--- config.mk ---
export PLATFORM = sky130hd
export DESIGN_NAME = seq_slice_adder
export DESIGN_NICKNAME = d
export VERILOG_FILES = /design/src/rtl/seq_slice_adder.sv
export SDC_FILE = /design/constraint.sdc
export NUM_CORES = 1
export LEC_CHECK = 0
export BUFFER_PORTS_ARGS = -buffer_cell sky130_fd_sc_hd__clkbuf_2
export CAP_MARGIN = 10
export CORE_ASPECT_RATIO = 0.5
export CORE_UTILIZATION = 45
export DETAILED_ROUTE_END_ITERATION = 16
export GPL_ROUTABILITY_DRIVEN = 0
export GPL_TIMING_DRIVEN = 0
export PLACE_DENSITY = 0.67
export SKIP_LAST_GASP = 1
export SYNTH_ARGS = -nofsm -noshare
export SYNTH_HDL_FRONTEND = slang
export SYNTH_SLANG_ARGS = --single-unit
--- constraint.sdc ---
create_clock -name clk -period 3.91 [get_ports clk]
set_clock_uncertainty 0.15 [all_clocks]
set_input_delay 0.1955 -clock clk [delete_from_list [all_inputs] [get_ports clk]]
set_output_delay 0.1955 -clock clk [all_outputs]
set_load 0.05 [all_outputs]
--- src/rtl/seq_slice_adder.sv ---
// Multi-cycle add/subtract unit: one SLICE-bit carry-propagating step per clock, LSB slice first.
// Optional registered zero flag on z when SEQ_SLICE_ADDER_ZERO_FLAG_EN is defined.
module seq_slice_adder #(
  parameter int WIDTH = 32,
  parameter int SLICE = 1
) (
  input  logic             clk,
  input  logic             reset,
  input  logic             start,
  input  logic             sub,
  input  logic [WIDTH-1:0] a,
  input  logic [WIDTH-1:0] b,
  output logic             ready,
  output logic             done,
  output logic [WIDTH-1:0] z,
  output logic             cout,
  output logic             ovf
`ifdef SEQ_SLICE_ADDER_ZERO_FLAG_EN
  ,
  output logic             zero
`endif
);

  // state | meaning
  // IDLE  | waiting for start, ready=1
  // RUN   | one slice per cycle, ready=0
  // DONE  | result valid, done pulse, ready=1
  localparam logic [1:0] S_IDLE = 2'd0;
  localparam logic [1:0] S_RUN  = 2'd1;
  localparam logic [1:0] S_DONE = 2'd2;

  localparam int N  = WIDTH / SLICE;
  localparam int CW = (N > 1) ? $clog2(N) : 1;
  localparam logic [CW-1:0] LAST = CW'(N - 1);

  generate
    if (SLICE < 1 || (WIDTH % SLICE) != 0) begin : g_bad_slice
      $error("seq_slice_adder: SLICE must divide WIDTH exactly");
    end
  endgenerate

  logic [1:0]       state_q, state_d;
  logic [WIDTH-1:0] a_q, a_d, b_q, b_d, res_q, res_d, z_q, z_d;
  logic             carry_q, carry_d, cout_q, cout_d, ovf_q, ovf_d;
  logic [CW-1:0]    cnt_q, cnt_d;
  logic [SLICE:0]   slice_sum;
  logic [WIDTH-1:0] res_next;
  logic             msb_cin;
  logic             last_step;

  assign slice_sum = {1'b0, a_q[SLICE-1:0]} + {1'b0, b_q[SLICE-1:0]} + {{SLICE{1'b0}}, carry_q};
  // Carry into the slice's top bit, recovered from that bit's sum and operands.
  assign msb_cin   = slice_sum[SLICE-1] ^ a_q[SLICE-1] ^ b_q[SLICE-1];
  assign res_next  = WIDTH'({slice_sum[SLICE-1:0], res_q} >> SLICE);
  assign last_step = (cnt_q == LAST);

  always_comb begin
    state_d = state_q;
    a_d     = a_q;
    b_d     = b_q;
    res_d   = res_q;
    carry_d = carry_q;
    cnt_d   = cnt_q;
    z_d     = z_q;
    cout_d  = cout_q;
    ovf_d   = ovf_q;
    case (state_q)
      S_IDLE, S_DONE: begin
        if (start) begin
          a_d     = a;
          b_d     = b ^ {WIDTH{sub}};
          carry_d = sub;
          cnt_d   = '0;
          state_d = S_RUN;
        end else if (state_q == S_DONE) begin
          state_d = S_IDLE;
        end
      end
      S_RUN: begin
        a_d     = a_q >> SLICE;
        b_d     = b_q >> SLICE;
        res_d   = res_next;
        carry_d = slice_sum[SLICE];
        cnt_d   = cnt_q + CW'(1);
        if (last_step) begin
          z_d     = res_next;
          cout_d  = slice_sum[SLICE];
          ovf_d   = msb_cin ^ slice_sum[SLICE];
          state_d = S_DONE;
        end
      end
      default: state_d = S_IDLE;
    endcase
  end

  always_ff @(posedge clk) begin
    if (reset) begin
      state_q <= S_IDLE;
      a_q     <= '0;
      b_q     <= '0;
      res_q   <= '0;
      carry_q <= 1'b0;
      cnt_q   <= '0;
      z_q     <= '0;
      cout_q  <= 1'b0;
      ovf_q   <= 1'b0;
    end else begin
      state_q <= state_d;
      a_q     <= a_d;
      b_q     <= b_d;
      res_q   <= res_d;
      carry_q <= carry_d;
      cnt_q   <= cnt_d;
      z_q     <= z_d;
      cout_q  <= cout_d;
      ovf_q   <= ovf_d;
    end
  end

  assign ready = (state_q != S_RUN);
  assign done  = (state_q == S_DONE);
  assign z     = z_q;
  assign cout  = cout_q;
  assign ovf   = ovf_q;

`ifdef SEQ_SLICE_ADDER_ZERO_FLAG_EN
  logic zero_q;

  always_ff @(posedge clk) begin
    if (reset) begin
      zero_q <= 1'b1;
    end else if (state_q == S_RUN && last_step) begin
      zero_q <= (res_next == '0);
    end
  end

  assign zero = zero_q;
`endif

endmodule

==> results.txt <==
- Status: complete, no violations
- Clock tree synthesis inserted a total of 17 buffers.
* First-iteration detailed-routing DRC count: 285
- Headroom to the max-slew limit came out at 59.7%.
- Cell with the biggest individual delay on the critical path: sky130_fd_sc_hd__dfxtp_1
- Pwr per Cell Area: 492 nW/um^2
- Root Driver: sky130_fd_sc_hd__clkbuf_16
- Across the run, the number of max-cap violations was 0.
- The floorplan step set the die height to between 70 and 80 um.
- Number of unique standard cell types used by synthesis: 25
- Path type of the worst setup path: reg2out
- The first global-routing pass estimated 21800 um of wire.
* Total standard cell area after synthesis: 5370 sq um
* Count of endpoints failing hold in the final timing report: 0
- Routed wire length: 13100 um
- Of the cells placed in the final design, the portion with a size suffix greater than 1 is 19.5%.
* Final HPWL from detailed placement: 8690 um
* Fmax: 448 MHz
- At the end of the flow the core is filled with cells to about 62%.
- After synthesis, the share of flip-flops with an asynchronous set or reset is 0%.
- Number of nets produced by synthesis: 717
- Antenna Violating Nets Remaining: 0
- The critical path contains buffers and inverters numbering 4 combined.
- Before antenna repair, the detailed router went through 5 iterations.
- DRC: 0
- The synthesized design contains 0 enable-type register cells.
- Proportion of netlist area held by the largest area contributor: between 50% and 60%
- Relative to the synthesized area, the layout overhead comes to 30.5%.
- Reg-to-reg setup timing slack: 1.76 ns
- The library cell used most frequently in the layout, excluding fill and tap cells, is sky130_fd_sc_hd__nand2_1.
- Routed wire per std cell: 13.5 um
* Clock transition at the registers of the reported paths: 0.06 ns
- Final Critical Period: 2.23 ns
- Among all flip-flop cells after synthesis, the most frequent one is sky130_fd_sc_hd__dfxtp_1.
- At the pin with the least slew margin, the transition time is ~0.6 ns.
- Count of cells along the worst register-to-register path: 7
- The worst register-to-register path ends at z[23].
- Post-synthesis sequential area ratio: 51.1%
- DR vias: 4942
- Each instance of the synthesized netlist takes up on average roughly 8.3 sq um.
- Type of destination of the critical path: primary output
- Clock sink total: 137
- Antenna violations before repair: 0
* Largest stage delay on the critical path: 0.40 ns
- Unrepaired setup endpoints after global routing: false
- After technology mapping, the gate count stands at ~650.
- The repair_antennas step left the layout with diodes totalling 0.
- Across every metal layer, demand over resource in global routing totals 22.6%.
- IR analysis of the VDD net gives a maximum drop of 0.260 mV.
- Arrival time at the worst endpoint: 1.89 ns
- The final max-slew violation count is 0.
- sky130_fd_sc_hd__dfxtp_1 takes more of the synthesized area than any other cell.
- Required time worst endpoint: 3.56 ns
- Of all nets on the critical path, the largest fanout is 10.
- In this run the worst setup path begins at state_q[0].
* Die Outline Area: 12400 sq um
* Final worst path period share: 57.1%
- Family with the most delay on the worst path: buffers and inverters
- For the final routed database, the setup TNS stands at 0 ns.
- Counting along the longest clock path gives a buffer depth of 2.
- The worst setup path is launched from a flip-flop.
- Setup violations remaining at the end of the flow were counted as 0.
- Crit Reg-Reg Startpoint: cnt_q[0]
* Leak pwr: 2.73 nW
- Count of buffers inserted at the top-level ports: 101
- H-tree lvl count: 4
- After detailed routing, the number of vias per cell comes to 5.09.
- The via count of the first global-routing pass came to 4701.
- Ys Warns: 0
- Synthesis inferred about 140 register bits.
* Grt ovf: 0
* Cell Chain, Critical Path: nor2b_4 -> buf_6 -> clkinv_1 -> buf_2 -> clkbuf_2
* Horizontal die dimension: 156 um
- Top post-synthesis cells by area: sky130_fd_sc_hd__dfxtp_1, sky130_fd_sc_hd__nand2_1, sky130_fd_sc_hd__a21oi_1
- The final layout contains between 800 and 900 nets.
* Classification of the worst-slack hold path: in2reg
- Once the floorplan was initialized, standard cells occupied 47.6% of the core.
- 104 I/O pins were placed.
- The critical path crosses 5 cells after its start point.
* Clock tree from TritonCTS: done
- The floorplan has 27 rows.
- Entering global routing, the biggest net connects 17 pins.
- Clock latency on the worst-skew pair: 0.42 ns
- In this run the standard cell core region covers between 10000 and 15000 sq um.
* Highest-count cells in the layout ignoring fill and taps: sky130_fd_sc_hd__nand2_1, sky130_fd_sc_hd__dfxtp_1, sky130_fd_sc_hd__a21oi_1
- The most critical setup path has its endpoint at ready.
[synthesized netlist by cell type (4+ instances only)]
master                       n
sky130_fd_sc_hd__nand2_1   191
sky130_fd_sc_hd__dfxtp_1   137
sky130_fd_sc_hd__a21oi_1   129
sky130_fd_sc_hd__a22oi_1    66
sky130_fd_sc_hd__xor2_1     31
sky130_fd_sc_hd__clkbuf_1   30
sky130_fd_sc_hd__buf_2      19
sky130_fd_sc_hd__nor2_1     16
sky130_fd_sc_hd__buf_4       4
sky130_fd_sc_hd__xnor2_1     4
[stage by stage]
stage | hold WS (ns) | setup WS (ns) | cells | area, sq um | power [mW]
finish | 0.0381 | 1.68 | 971 | 7000 | 3.45
global route | 0.0593 | 1.55 | 971 | 7000 | 3.57
CTS | 0.0295 | 1.65 | 971 | 7000 | 3.47
detailed placement | 0.295 | 1.81 | 906 | 6070 | 1.81
global placement | 0.292 | 1.79 | 906 | 6070 | 1.81
floorplan | 0.206 | 2.16 | 646 | 5370 | 1.71
[cell type report]
type / count / area (sq um)
Clock buffer: 18 / 429
Multi-Input combinational cell: 453 / 2370
Buffer: 54 / 249
Sequential cell: 137 / 2740
Tap cell: 159 / 199
Clock inverter: 14 / 171
Fill cell: 1036 / 4280
Timing Repair Buffer: 134 / 836
Inverter: 2 / 7.51
[worst min-delay path by stage]
stage,start,to,slack (ns),cells past startpoint
after detailed placement,z[31],z[31],0.30,2
final,b[13],b_q[13],0.04,4
after CTS,b[31],b_q[31],0.03,4
after global routing,b[31],b_q[31],0.06,4
after floorplan,a[31],a_q[31],0.21,2
after global placement,a_q[1],a_q[1],0.29,2
[metal layers]
| layer | wire, um | global-route usage, % | part of all wire (%) | vias to the layer above |
|---|---|---|---|---|
| li1 | - | - | - | 2496 |
| met1 | 6260 | 29.0 | 48 | 2304 |
| met2 | 6060 | 37.0 | 46 | 113 |
| met3 | 492 | 4.20 | 3.8 | 29 |
| met4 | 287 | 10.6 | 2.2 | 0 |
| met5 | 0 | 0 | 0 | - |
[state kept, by name, summed over array words and instances (netlist names)]
| name | flops |
|---|---|
| ovf | 1 |
| carry_q | 1 |
| b_q | 32 |
| res_q | 31 |
| state_q | 2 |
| a_q | 32 |
| z | 32 |
| cnt_q | 5 |
| cout | 1 |
[where the power goes]
| group | total (mW) | internal [mW] | switching [mW] | leakage (nW) |
|---|---|---|---|---|
| clock | 1.63 | 1.01 | 0.628 | 0.287 |
| combinational | 0.328 | 0.137 | 0.192 | 1.33 |
| sequential | 1.48 | 1.45 | 0.0318 | 1.11 |
[logic make-up (layout without fill, tap and decap cells)]
family          Yosys count  in the layout  synth area share, %
simple gates            215            215                 15.6
flops                   137            137                 51.1
buf+inv                  56            222                 4.78
compound gates          198            198                 21.6
fa+ha+maj                 3              3                0.839
mux                       2              2                0.373
xor+xnor                 35             35                 5.71
[timing repair]
item | 4_1_cts | 5_1_grt
gates resized for setup | 0 | 0
setup buffers | 0 | 0
hold buffers | 33 | 0
endpoints found under the hold margin | 33 | 0
[worst min-delay path, stage by stage]
cell and delay, ns:
sky130_fd_sc_hd__clkbuf_2 0.08, sky130_fd_sc_hd__xor2_1 0.06, sky130_fd_sc_hd__a22oi_1 0.15, sky130_fd_sc_hd__a21oi_1 0.08
(Power assumes the default switching activity.)
